### src/rtl/systolic_io.sv
// systolic_io: replays a weight matrix into a weight-stationary array, skews input vectors in and
// de-skews column results out. Optional output FIFO with y_ready back-pressure: SYSTOLIC_IO_OUT_FIFO_EN.
module systolic_io #(
  parameter int DATA_SIZE = 16,
  parameter int SIZE      = 3
) (
  input  logic                      clk,
  input  logic                      rst_n,
  input  logic [SIZE*DATA_SIZE-1:0] w_in,
  input  logic                      w_in_valid,
  output logic                      w_in_ready,
  input  logic [SIZE*DATA_SIZE-1:0] x_in,
  input  logic                      x_valid,
  output logic                      x_ready,
  output logic [SIZE*DATA_SIZE-1:0] y_out,
  output logic                      y_valid,
`ifdef SYSTOLIC_IO_OUT_FIFO_EN
  input  logic                      y_ready,
`endif
  output logic [SIZE*DATA_SIZE-1:0] arr_data_stream,
  output logic [SIZE*DATA_SIZE-1:0] arr_w_stream,
  output logic                      arr_set_w,
  input  logic [SIZE*DATA_SIZE-1:0] arr_y_stream
);

  localparam int L  = 2*SIZE + 1;
  localparam int CW = $clog2(L + 1);
  localparam int BW = (SIZE > 1) ? $clog2(SIZE) : 1;
  localparam logic [BW-1:0] LAST_BEAT = BW'(SIZE - 1);

  typedef enum logic [2:0] {IDLE, WCOLLECT, WPUSH, WGAP, RUN, DRAIN} state_t;

  state_t                    state, state_nxt;
  logic [SIZE*DATA_SIZE-1:0] wbuf [SIZE];
  logic [BW-1:0]             bcnt, pcnt;
  logic                      w_acc, x_acc, res_out;
  logic                      credit_ok, drain_done;
  logic [CW-1:0]             inflight;
  logic [L-1:0]              vshift;
  logic [SIZE*DATA_SIZE-1:0] dsk_out;

  // Handshakes: a weight beat or vector transfers on the rising edge where valid && ready are both 1.
  assign w_acc = w_in_valid && w_in_ready;
  assign x_acc = x_valid && x_ready;

  always_comb begin
    state_nxt    = state;
    w_in_ready   = 1'b0;
    x_ready      = 1'b0;
    arr_set_w    = 1'b0;
    arr_w_stream = '0;
    unique case (state)
      IDLE, WCOLLECT: begin
        w_in_ready = rst_n;
        if (w_in_valid && rst_n) state_nxt = (bcnt == LAST_BEAT) ? WPUSH : WCOLLECT;
      end
      WPUSH: begin
        arr_set_w    = 1'b1;
        arr_w_stream = wbuf[pcnt];
        if (pcnt == LAST_BEAT) state_nxt = WGAP;
      end
      WGAP: state_nxt = RUN;
      RUN: begin
        // A pending weight request wins over new vectors so the array can drain.
        x_ready = !w_in_valid && credit_ok;
        if (w_in_valid) state_nxt = DRAIN;
      end
      DRAIN: if (drain_done) state_nxt = IDLE;
      default: state_nxt = IDLE;
    endcase
  end

  always_ff @(posedge clk or negedge rst_n) begin
    if (!rst_n) begin
      state <= IDLE;
      bcnt  <= '0;
      pcnt  <= '0;
      for (int i = 0; i < SIZE; i++) wbuf[i] <= '0;
    end else begin
      state <= state_nxt;
      if (w_acc) begin
        wbuf[bcnt] <= w_in;
        bcnt       <= (bcnt == LAST_BEAT) ? '0 : bcnt + 1'b1;
      end
      if (state == WPUSH) pcnt <= (pcnt == LAST_BEAT) ? '0 : pcnt + 1'b1;
    end
  end

  // Row r gets r+1 stages so it reaches the array r cycles after row 0.
  for (genvar r = 0; r < SIZE; r++) begin : g_skew
    logic [DATA_SIZE-1:0] pipe [r+1];
    always_ff @(posedge clk or negedge rst_n) begin
      if (!rst_n) begin
        for (int j = 0; j <= r; j++) pipe[j] <= '0;
      end else begin
        pipe[0] <= x_acc ? x_in[(SIZE-r)*DATA_SIZE-1 -: DATA_SIZE] : '0;
        for (int j = 1; j <= r; j++) pipe[j] <= pipe[j-1];
      end
    end
    assign arr_data_stream[(SIZE-r)*DATA_SIZE-1 -: DATA_SIZE] = pipe[r];
  end

  // Column c leaves the array c cycles late; SIZE-c stages (last one is the output register) realign it.
  for (genvar c = 0; c < SIZE; c++) begin : g_deskew
    logic [DATA_SIZE-1:0] pipe [SIZE-c];
    always_ff @(posedge clk or negedge rst_n) begin
      if (!rst_n) begin
        for (int j = 0; j < SIZE - c; j++) pipe[j] <= '0;
      end else begin
        pipe[0] <= arr_y_stream[(SIZE-c)*DATA_SIZE-1 -: DATA_SIZE];
        for (int j = 1; j < SIZE - c; j++) pipe[j] <= pipe[j-1];
      end
    end
    assign dsk_out[(SIZE-c)*DATA_SIZE-1 -: DATA_SIZE] = pipe[SIZE-1-c];
  end

  always_ff @(posedge clk or negedge rst_n) begin
    if (!rst_n) begin
      vshift   <= '0;
      inflight <= '0;
    end else begin
      vshift <= {vshift[L-2:0], x_acc};
      unique case ({x_acc, res_out})
        2'b10:   inflight <= inflight + 1'b1;
        2'b01:   inflight <= inflight - 1'b1;
        default: inflight <= inflight;
      endcase
    end
  end

  assign res_out = vshift[L-1];

`ifdef SYSTOLIC_IO_OUT_FIFO_EN
  localparam int PW = $clog2(L);

  logic [SIZE*DATA_SIZE-1:0] fifo [L];
  logic [PW-1:0]             rd_ptr, wr_ptr;
  logic [CW-1:0]             fcount;
  logic                      pop;

  assign pop        = y_valid && y_ready;
  assign y_valid    = (fcount != '0);
  assign y_out      = fifo[rd_ptr];
  // Credits cover both the pipeline and the FIFO, so a push never finds the FIFO full.
  assign credit_ok  = ({1'b0, inflight} + {1'b0, fcount}) < (CW+1)'(L);
  assign drain_done = (inflight == '0) && (fcount == '0);

  always_ff @(posedge clk or negedge rst_n) begin
    if (!rst_n) begin
      rd_ptr <= '0;
      wr_ptr <= '0;
      fcount <= '0;
      for (int i = 0; i < L; i++) fifo[i] <= '0;
    end else begin
      if (res_out) begin
        fifo[wr_ptr] <= dsk_out;
        wr_ptr       <= (wr_ptr == PW'(L-1)) ? '0 : wr_ptr + 1'b1;
      end
      if (pop) rd_ptr <= (rd_ptr == PW'(L-1)) ? '0 : rd_ptr + 1'b1;
      unique case ({res_out, pop})
        2'b10:   fcount <= fcount + 1'b1;
        2'b01:   fcount <= fcount - 1'b1;
        default: fcount <= fcount;
      endcase
    end
  end
`else
  assign y_valid    = res_out;
  assign y_out      = dsk_out;
  assign credit_ok  = 1'b1;
  assign drain_done = (inflight == '0);
`endif

endmodule

### config.mk
export PLATFORM = sky130hd
export DESIGN_NAME = systolic_io
export DESIGN_NICKNAME = d
export VERILOG_FILES = /design/src/rtl/systolic_io.sv
export SDC_FILE = /design/constraint.sdc
export NUM_CORES = 1
export LEC_CHECK = 0
export ABC_AREA = 1
export CAP_MARGIN = 10
export CORE_UTILIZATION = 45
export DETAILED_ROUTE_END_ITERATION = 8
export PLACE_DENSITY = 0.73
export SLEW_MARGIN = 20
export SYNTH_ARGS = -nofsm -noshare
export SYNTH_HDL_FRONTEND = slang
export SYNTH_SLANG_ARGS = --single-unit
### constraint.sdc
create_clock -name clk -period 5.1 [get_ports clk]
set_clock_uncertainty 0.1 [all_clocks]
set_input_delay 1.02 -clock clk [delete_from_list [all_inputs] [get_ports clk]]
set_output_delay 1.02 -clock clk [all_outputs]
set_load 0.05 [all_outputs]
# Word level (Yosys, flattened, before mapping)
# Cells that the tools add are included.
[word_totals]
elab_cells = 74
out_inout_bits = 148
register_bits = 353
[op_classes]
eq_ne = 13
n_lt_le_gt_ge = 3
n_addsub = 4
mux = 22
n_reduce_logical = 10
bitwise = 2
[op_table]
columns = ["op", "count"]
rows = [
  ["48-bit 2-to-1 mux", 4],
  ["144-bit bitwise mux", 1],
  ["48-bit binary-select mux with 2-bit select", 1],
  ["48-bit demux with 2-bit select", 1],
  ["16-bit 2-to-1 mux", 3],
  ["3-bit one-hot mux with 5 select lines", 1],
  ["3-bit 2-to-1 mux", 4],
  ["2-bit inequality test, second input constant", 4],
  ["2-bit == test, second input constant", 3],
  ["3-bit by 2-bit == test with 1-bit output, second input constant", 2],
  ["3-bit == test, second input constant", 2],
  ["3-bit greater-or-equal comparator, second input constant", 2],
  ["3-bit logical NOT", 2],
  ["2-bit 2-to-1 mux", 3],
  ["2-bit NOT with 3-bit output", 2],
  ["3-bit one-hot mux with 2 select lines", 1],
  ["2-bit by 1-bit adder with 2-bit output, second input constant", 2],
  ["1-bit logical AND", 4],
  ["4-bit AND reduction", 1],
  ["3-bit by 1-bit adder with 3-bit output, second input constant", 1],
  ["3-bit by 1-bit == test with 1-bit output, second input constant", 1],
  ["3-bit by 1-bit less-than comparator with 1-bit output, second input constant", 1],
  ["1-bit 2-to-1 mux", 3],
  ["3-bit by 1-bit subtractor with 3-bit output, second input constant", 1],
  ["other kinds (4)", 4],
]

# Depth between registers and ports, before layout
# Gate-level depths: netlist (run 1).
[logic_depth]
depth_word = 6
ltp_mapped = 11
depth_no_buf = 10

# Worst setup path after synthesis (run 1)
# Ideal clock, no wire load.
[synth_path]
path_kind = "register to output"
startpoint = "register pcnt[1]"
endpoint = "output port arr_w_stream[10]"
arrival_time_ns = 1.897
slack_ns = 2.083
stages_incl_launch_ff = 6
path_cell_list = "dfrtp_1 > nor2_1 > buf_2 > buf_2 > nand2_1 > a31oi_1"
[synth_between]
elab_chain_cells = 5
[synth_lines]
columns = ["item", "line_no", "text"]
rows = [
  ["from (decl)", "35", "logic [BW-1:0] bcnt, pcnt;"],
  ["from (signal assigned)", "85", "if (state == WPUSH) pcnt <= (pcnt == LAST_BEAT) ? '0 : pcnt + 1'b1;"],
  ["2-bit NOT with 3-bit output (implied by the code)", "59", "arr_w_stream = wbuf[pcnt];"],
  ["48-bit binary-select mux with 2-bit select", "59", ""],
  ["48-bit 2-to-1 mux (implied by the code) (2 in series)", "59", ""],
  ["48-bit 2-to-1 mux", "52", "unique case (state)"],
  ["to (decl)", "21", "output logic [SIZE*DATA_SIZE-1:0] arr_w_stream,"],
]
# Every way passes these cells. The select of a mux whose other input is x is not followed.

# Worst setup path in the final report (run 1)
[layout_path]
startpoint = "register pcnt[1]"
endpoint = "output port arr_w_stream[39]"
# The elaborated chain is that of the path after synthesis.

==> impl_metrics.yaml, run 1 <==
run_status:
  status: "finished clean"
synth:
  synth_cells: 1224
  syn_area_per_cell_um2: 10.5
  synth_cell_type_count: 24
  ys_seq_area_frac: 0.687
  synth_nets: 1374
  ys_ff_latch: 353
  yosysWarnings: 0
  syn_area_um2: 12900
worst_setup_path:
  endpoint: "arr_w_stream[39]"
  rrSetupSlack_ns: 2.70
  rr_worst_depth: 5
  cp_max_fo: 26
  crit_start: "pcnt[1]"
  worstSetupPathType: "reg2out"
  end_kind: "output pin"
  reg2reg_to: "wbuf[53]"
  start_kind: "flip-flop"
  r2r-start: "state[2]"
  crit_arrival_ns: 3.23
  critPathRequiredTime_ns: 3.98
power_and_ir_drop:
  fin_total_pwr_mw: 8.46
  p_sw_frac: 0.312
  p_sw_mw: 2.64
  power_density_nw_per_um2: 501
  p_seq_frac: 0.446
  p_int_mw: 5.82
  pwr-share-clk: 0.326
  ir_drop_uv: 288
  comb_power_share: 0.228
  cellLeakagePower_nw: 8.32
placement:
  dp_slack_ns: 1.28
  dp_cells: 1786
  dpl.hpwl_mm: 17.3
  finalWeightedCongestion: 0.775
  placed_cell_area_um2: 15600
  portBuffers: 295
global_routing:
  grt_pass1_wl_mm: 45.1
  gr-total-overflow: 0
  grt_usage: 0.197
  grt_pass1_vias: 8934
  grt_max_degree: 192
  antenna_found_initial: 0
job:
  maxCapViolations: 0
floorplan:
  pin_count: 296
  die_w_um: 171
  num_rows: 61
  die_h_um: 171
  dieArea_um2: 29300
  start_util: 0.460
  core_um2: 27900
timing:
  final_max_slew_viol_count: 0
  max-slew-margin-rel: 0.283
  tightest_slew_ns: 1.08
  max_freq_mhz: 230
  setup_tns_ns: 0
  rsz0062_at_grt: "false"
  period_minus_slack_ns: 4.35
  setup_ws_ns: 0.751
  hold_viol_final: 0
  setup_viol: 0
  timing.hold.ws_ns: 0.229
  layout_worst_path_cycle_share: 0.853
clock_network:
  clkLatencyLatePin_ns: 0.51
  cts_resized: 0
  ctsHoldBuffers: 0
  cts_buffer_depth: 3
  cts_sinks: 353
  clk_pin_slew_worst_paths_ns: 0.06
  cts_buffers: 38
  post-cts-setup-buffers: 0
  htreeDepth: 2
  cts_tree: "built"
  cts_root_buffer: "clkbuf_16"
layout:
  drive_gt1_frac: 0.0535
  finish.net_count: 1600
  fin_util: 0.604
  fillCellCount: 2307
  area_growth_syn_to_layout_pct: 31.3
  stdcell_area_um2: 16900
  fin_cells: 1856
  diodes: 0
worst_hold_path:
  holdCritPathClass: "in2async"
routing:
  ant_nets: 0
  vias: 8696
  vias_per_cell: 4.69
  routedWlPerCell_um: 15.1
  dr.max_layer_used: "met4"
  wl_met2_mm: 13.6
  firstDrtPassIters: 5
  wl_mm: 28.0
  routedLengthMet1_mm: 11.5
  wl_met3_mm: 2.20
  drtIter0Drc: 689
  post-route-drc-count: 0
state kept, by name, indices dropped and copies added, names as in the netlist:
name / cells
wbuf: 144
arr_data_stream: 32
y_out: 32
pcnt: 2
vshift: 7
bcnt: 2
g_skew.pipe: 64
g_deskew.pipe: 64
inflight: 3
state: 3
layout make-up:
type,instances,area [um2],share of cell area
clock buffers,56,1090,0.0645
well taps,378,473,0.0280
clock inverters,12,183,0.0108
flip-flops and latches,353,8830,0.523
repair buffers,305,3080,0.182
inverters,142,533,0.0316
multi-input cells,610,2690,0.159
metal layers:
metal	global-route usage	up-vias
met5	0	-
met4	0.0675	0
li1	-	4154
met3	0.0530	53
met2	0.335	291
met1	0.242	4198
placed cells by master, fill, tap and decap left out, types with 3 or more instances in the layout:
cell type          n
clkinv_2           4
clkdlybuf4s50_1  293
nand3_4            3
nand3_1           33
buf_4              7
o21ai_0           40
bufinv_16          4
inv_6              3
nor2_4             3
nand2_1          340
a31oi_1           19
clkbuf_16         38
o21ai_1          110
nor2_1            53
inv_1            140
clkbuf_1          11
clkbuf_8           7
dfrtp_1          353
worst min-delay path by stage:
stage	startpoint	end	slack, ns	cells past startpoint
global route	rst_n	arr_data_stream[21]	0.22	1
floorplan	g_skew[2].pipe[16]	arr_data_stream[0]	0.23	0
finish	rst_n	arr_data_stream[21]	0.23	1
CTS	rst_n	vshift[0]	0.21	1
detailed placement	g_skew[1].pipe[29]	arr_data_stream[29]	0.23	0
global placement	g_deskew[0].pipe[21]	y_out[37]	0.23	0
critical path: stages (launching register included):
cell,delay (ns)
dfrtp_1,0.45
nor2_4,0.58
buf_4,0.46
nand2_1,0.11
a31oi_1,0.25
clkdlybuf4s50_1,0.85
synthesized netlist by cell type:
master / instances / area share
dfrtp_1: 353 / 0.69
nand2_1: 341 / 0.10
inv_1: 141 / 0.041
o21ai_1: 110 / 0.043
buf_4: 64 / 0.037
nor2_1: 55 / 0.016
o21ai_0: 40 / 0.016
nand3_1: 33 / 0.013
buf_2: 25 / 0.0097
a31oi_1: 19 / 0.0092
clkbuf_1: 15 / 0.0044
buf_6: 13 / 0.011
nand3_4: 3 / 0.0041
buf_1: 2 / 0.00058
a21oi_1: 1 / 0.00039
fa_1: 1 / 0.0016
ha_1: 1 / 0.00097
inv_2: 1 / 0.00029
nand3b_1: 1 / 0.00058
nor2_4: 1 / 0.00088
nor2_8: 1 / 0.0016
o21bai_1: 1 / 0.00058
xnor2_1: 1 / 0.00068
xor2_1: 1 / 0.00068
kinds of logic after synthesis:
family / after synthesis / share of synthesized area
XOR/XNOR: 2 / 0.00136
flip-flops: 353 / 0.687
adder cells (fa/ha/maj): 2 / 0.00253
AND/OR/NAND/NOR: 435 / 0.136
buffers and inverters: 261 / 0.105
AO/OA/AOI/OAI: 171 / 0.0686
power by group through the flow:
| stage | combinational [mW] | sequential, mW | clock (mW) |
|---|---|---|---|
| 2_1_floorplan | 1.36 | 3.75 | 0 |
| 4_1_cts | 1.94 | 3.76 | 2.84 |
| 3_3_place_gp | 1.87 | 3.78 | 0 |
| 5_1_grt | 2.17 | 3.85 | 2.95 |
| 6_report | 1.93 | 3.77 | 2.76 |
| 3_5_place_dp | 1.93 | 3.81 | 0 |
Power figures use the tool's default switching activity.
==> run 2: changes to the inputs <==
CORE_UTILIZATION = 37   (was 45)
HOLD_SLACK_MARGIN = 0.08   (was unset)
PLACE_DENSITY = unset   (was 0.73)
==> run 2 against run 1 <==
Power up 0.21%. Critical path depth up 2. Fmax is 3.4% higher. Sequential share of layout area fell by 0.46 points. Non-clock buffer count is 4 higher. Die area up 21%. First-iteration DRC count fell by 29%. Cell count is 4.1% higher. Combinational power about the same.
==> impl_metrics.yaml, run 2 (synthesized netlist as in run 1, its figures left out) <==
clock_network:
  cts_root_buffer: "clkbuf_16"
  cts_sinks: 353
  cts_buffers: 39
  htreeDepth: 2
  ctsHoldBuffers: 0
  cts_buffer_depth: 3
  cts_resized: 0
  clkLatencyLatePin_ns: 0.52
  post-cts-setup-buffers: 0
  clk_pin_slew_worst_paths_ns: 0.06
  cts_tree: "built"
routing:
  post-route-drc-count: 0
  vias: 8631
  firstDrtPassIters: 5
  drtIter0Drc: 488
  routedWlPerCell_um: 14.8
  wl_mm: 28.5
  vias_per_cell: 4.47
  ant_nets: 0
worst_setup_path:
  worstSetupPathType: "reg2out"
  path_common_cell: "nand2_1"
  rr_worst_depth: 7
  reg2reg_to: "wbuf[110]"
  max_stage_delay_ns: 0.84
  cpMaxStageDelayCell: "clkdlybuf4s50_1"
  endpoint: "arr_w_stream[18]"
  crit_arrival_ns: 3.09
  r2r-start: "state[2]"
  critical_path_cell_count: 7
  critPathRequiredTime_ns: 3.98
  crit_buf_inv: 4
  end_kind: "output pin"
  crit_start: "pcnt[0]"
  rrSetupSlack_ns: 2.69
  cp_max_fo: 36
  crit_family: "buffers and inverters"
  crit_chain: "inv_1, nand2_1, inv_2, buf_4, nand2_1, a31oi_1, clkdlybuf4s50_1"
  start_kind: "flip-flop"
floorplan:
  start_util: 0.380
  die_w_um: 188
  num_rows: 67
  dieArea_um2: 35500
  die_h_um: 188
  core_um2: 33900
  pin_count: 296
timing:
  period_minus_slack_ns: 4.21
  max_freq_mhz: 238
  setup_viol: 0
  setup_ws_ns: 0.895
  max-slew-margin-rel: 0.341
  final_max_slew_viol_count: 0
  rsz0062_at_grt: "false"
  setup_tns_ns: 0
  hold_viol_final: 0
  layout_worst_path_cycle_share: 0.825
  tightest_slew_ns: 0.989
layout:
  largest_reg_flops: 144
  reg.largest.list: "wbuf (144), g_deskew.pipe (64), g_skew.pipe (64)"
  area_growth_syn_to_layout_pct: 32.5
  stdcell_area_um2: 17000
  layout_commonest_cell: "dfrtp_1"
  largest_register: "wbuf"
  finish.net_count: 1605
  fin_cells: 1932
  drive_gt1_frac: 0.0634
  mostFrequentLayoutCells: "dfrtp_1, nand2_1, clkdlybuf4s50_1"
global_routing:
  grt_pass1_vias: 8850
  grt_pass1_wl_mm: 47.1
  grt_max_degree: 188
  antenna_found_initial: 1
  gr-total-overflow: 0
  grt_usage: 0.167
placement:
  dp_slack_ns: 1.38
  finalWeightedCongestion: 0.759
  placed_cell_area_um2: 15700
  dp_cells: 1861
  portBuffers: 295
  dpl.hpwl_mm: 18.2
worst_hold_path:
  holdCritPathClass: "in2async"
power_and_ir_drop:
  power_density_nw_per_um2: 498
  fin_total_pwr_mw: 8.48
  ir_drop_uv: 239
  cellLeakagePower_nw: 8.37
job:
  maxCapViolations: 0
run_status:
  status: "finished clean"
[run 2: worst min-delay path by stage]
stage | start | end | slack (ns) | cells past startpoint
floorplan | g_skew[2].pipe[16] | arr_data_stream[0] | 0.23 | 0
global placement | g_deskew[0].pipe[19] | y_out[35] | 0.23 | 0
detailed placement | g_skew[2].pipe[26] | arr_data_stream[10] | 0.23 | 0
CTS | rst_n | g_deskew[0].pipe[31] | 0.22 | 1
global route | rst_n | arr_data_stream[28] | 0.22 | 1
finish | rst_n | arr_data_stream[28] | 0.23 | 1
[run 2: metal layers]
layer	share of wire	vias to the layer above	global-route usage	wire length [um]
met3	0.070	46	0.0400	1990
met1	0.43	4157	0.221	12400
met5	0	-	0	0
met4	0.022	0	0.0561	628
met2	0.47	257	0.268	13500
li1	-	4171	-	-
[run 2: layout make-up]
cell class / count / area (um2)
fillers: 3078 / 16800
flip-flops and latches: 353 / 8830
repair buffers: 309 / 3110
multi-input cells: 610 / 2690
clock buffers: 57 / 1190
well taps: 448 / 561
inverters: 142 / 533
clock inverters: 12 / 104
diodes: 1 / 2.50
[run 2: worst register-to-register path, delay by kind of cell (launching register included)]
kind / cells / cell delay, ns
buf+inv: 2 / 0.59
simple gates: 4 / 1.04
compound gates: 1 / 0.08
flops: 1 / 0.46
[run 2: per-stage QoR]
step                      hold WS (ns)   util
after floorplan                  0.231      -
after global placement           0.231  0.464
after detailed placement         0.235  0.464
after CTS                        0.218  0.502
after global routing             0.220  0.503
final                            0.234  0.503
[run 2: power by group]
part,switching (mW),internal [mW],total [mW]
clock,1.09,1.68,2.76
combinational,1.23,0.725,1.95
sequential,0.329,3.43,3.76
total,2.64,5.83,8.48
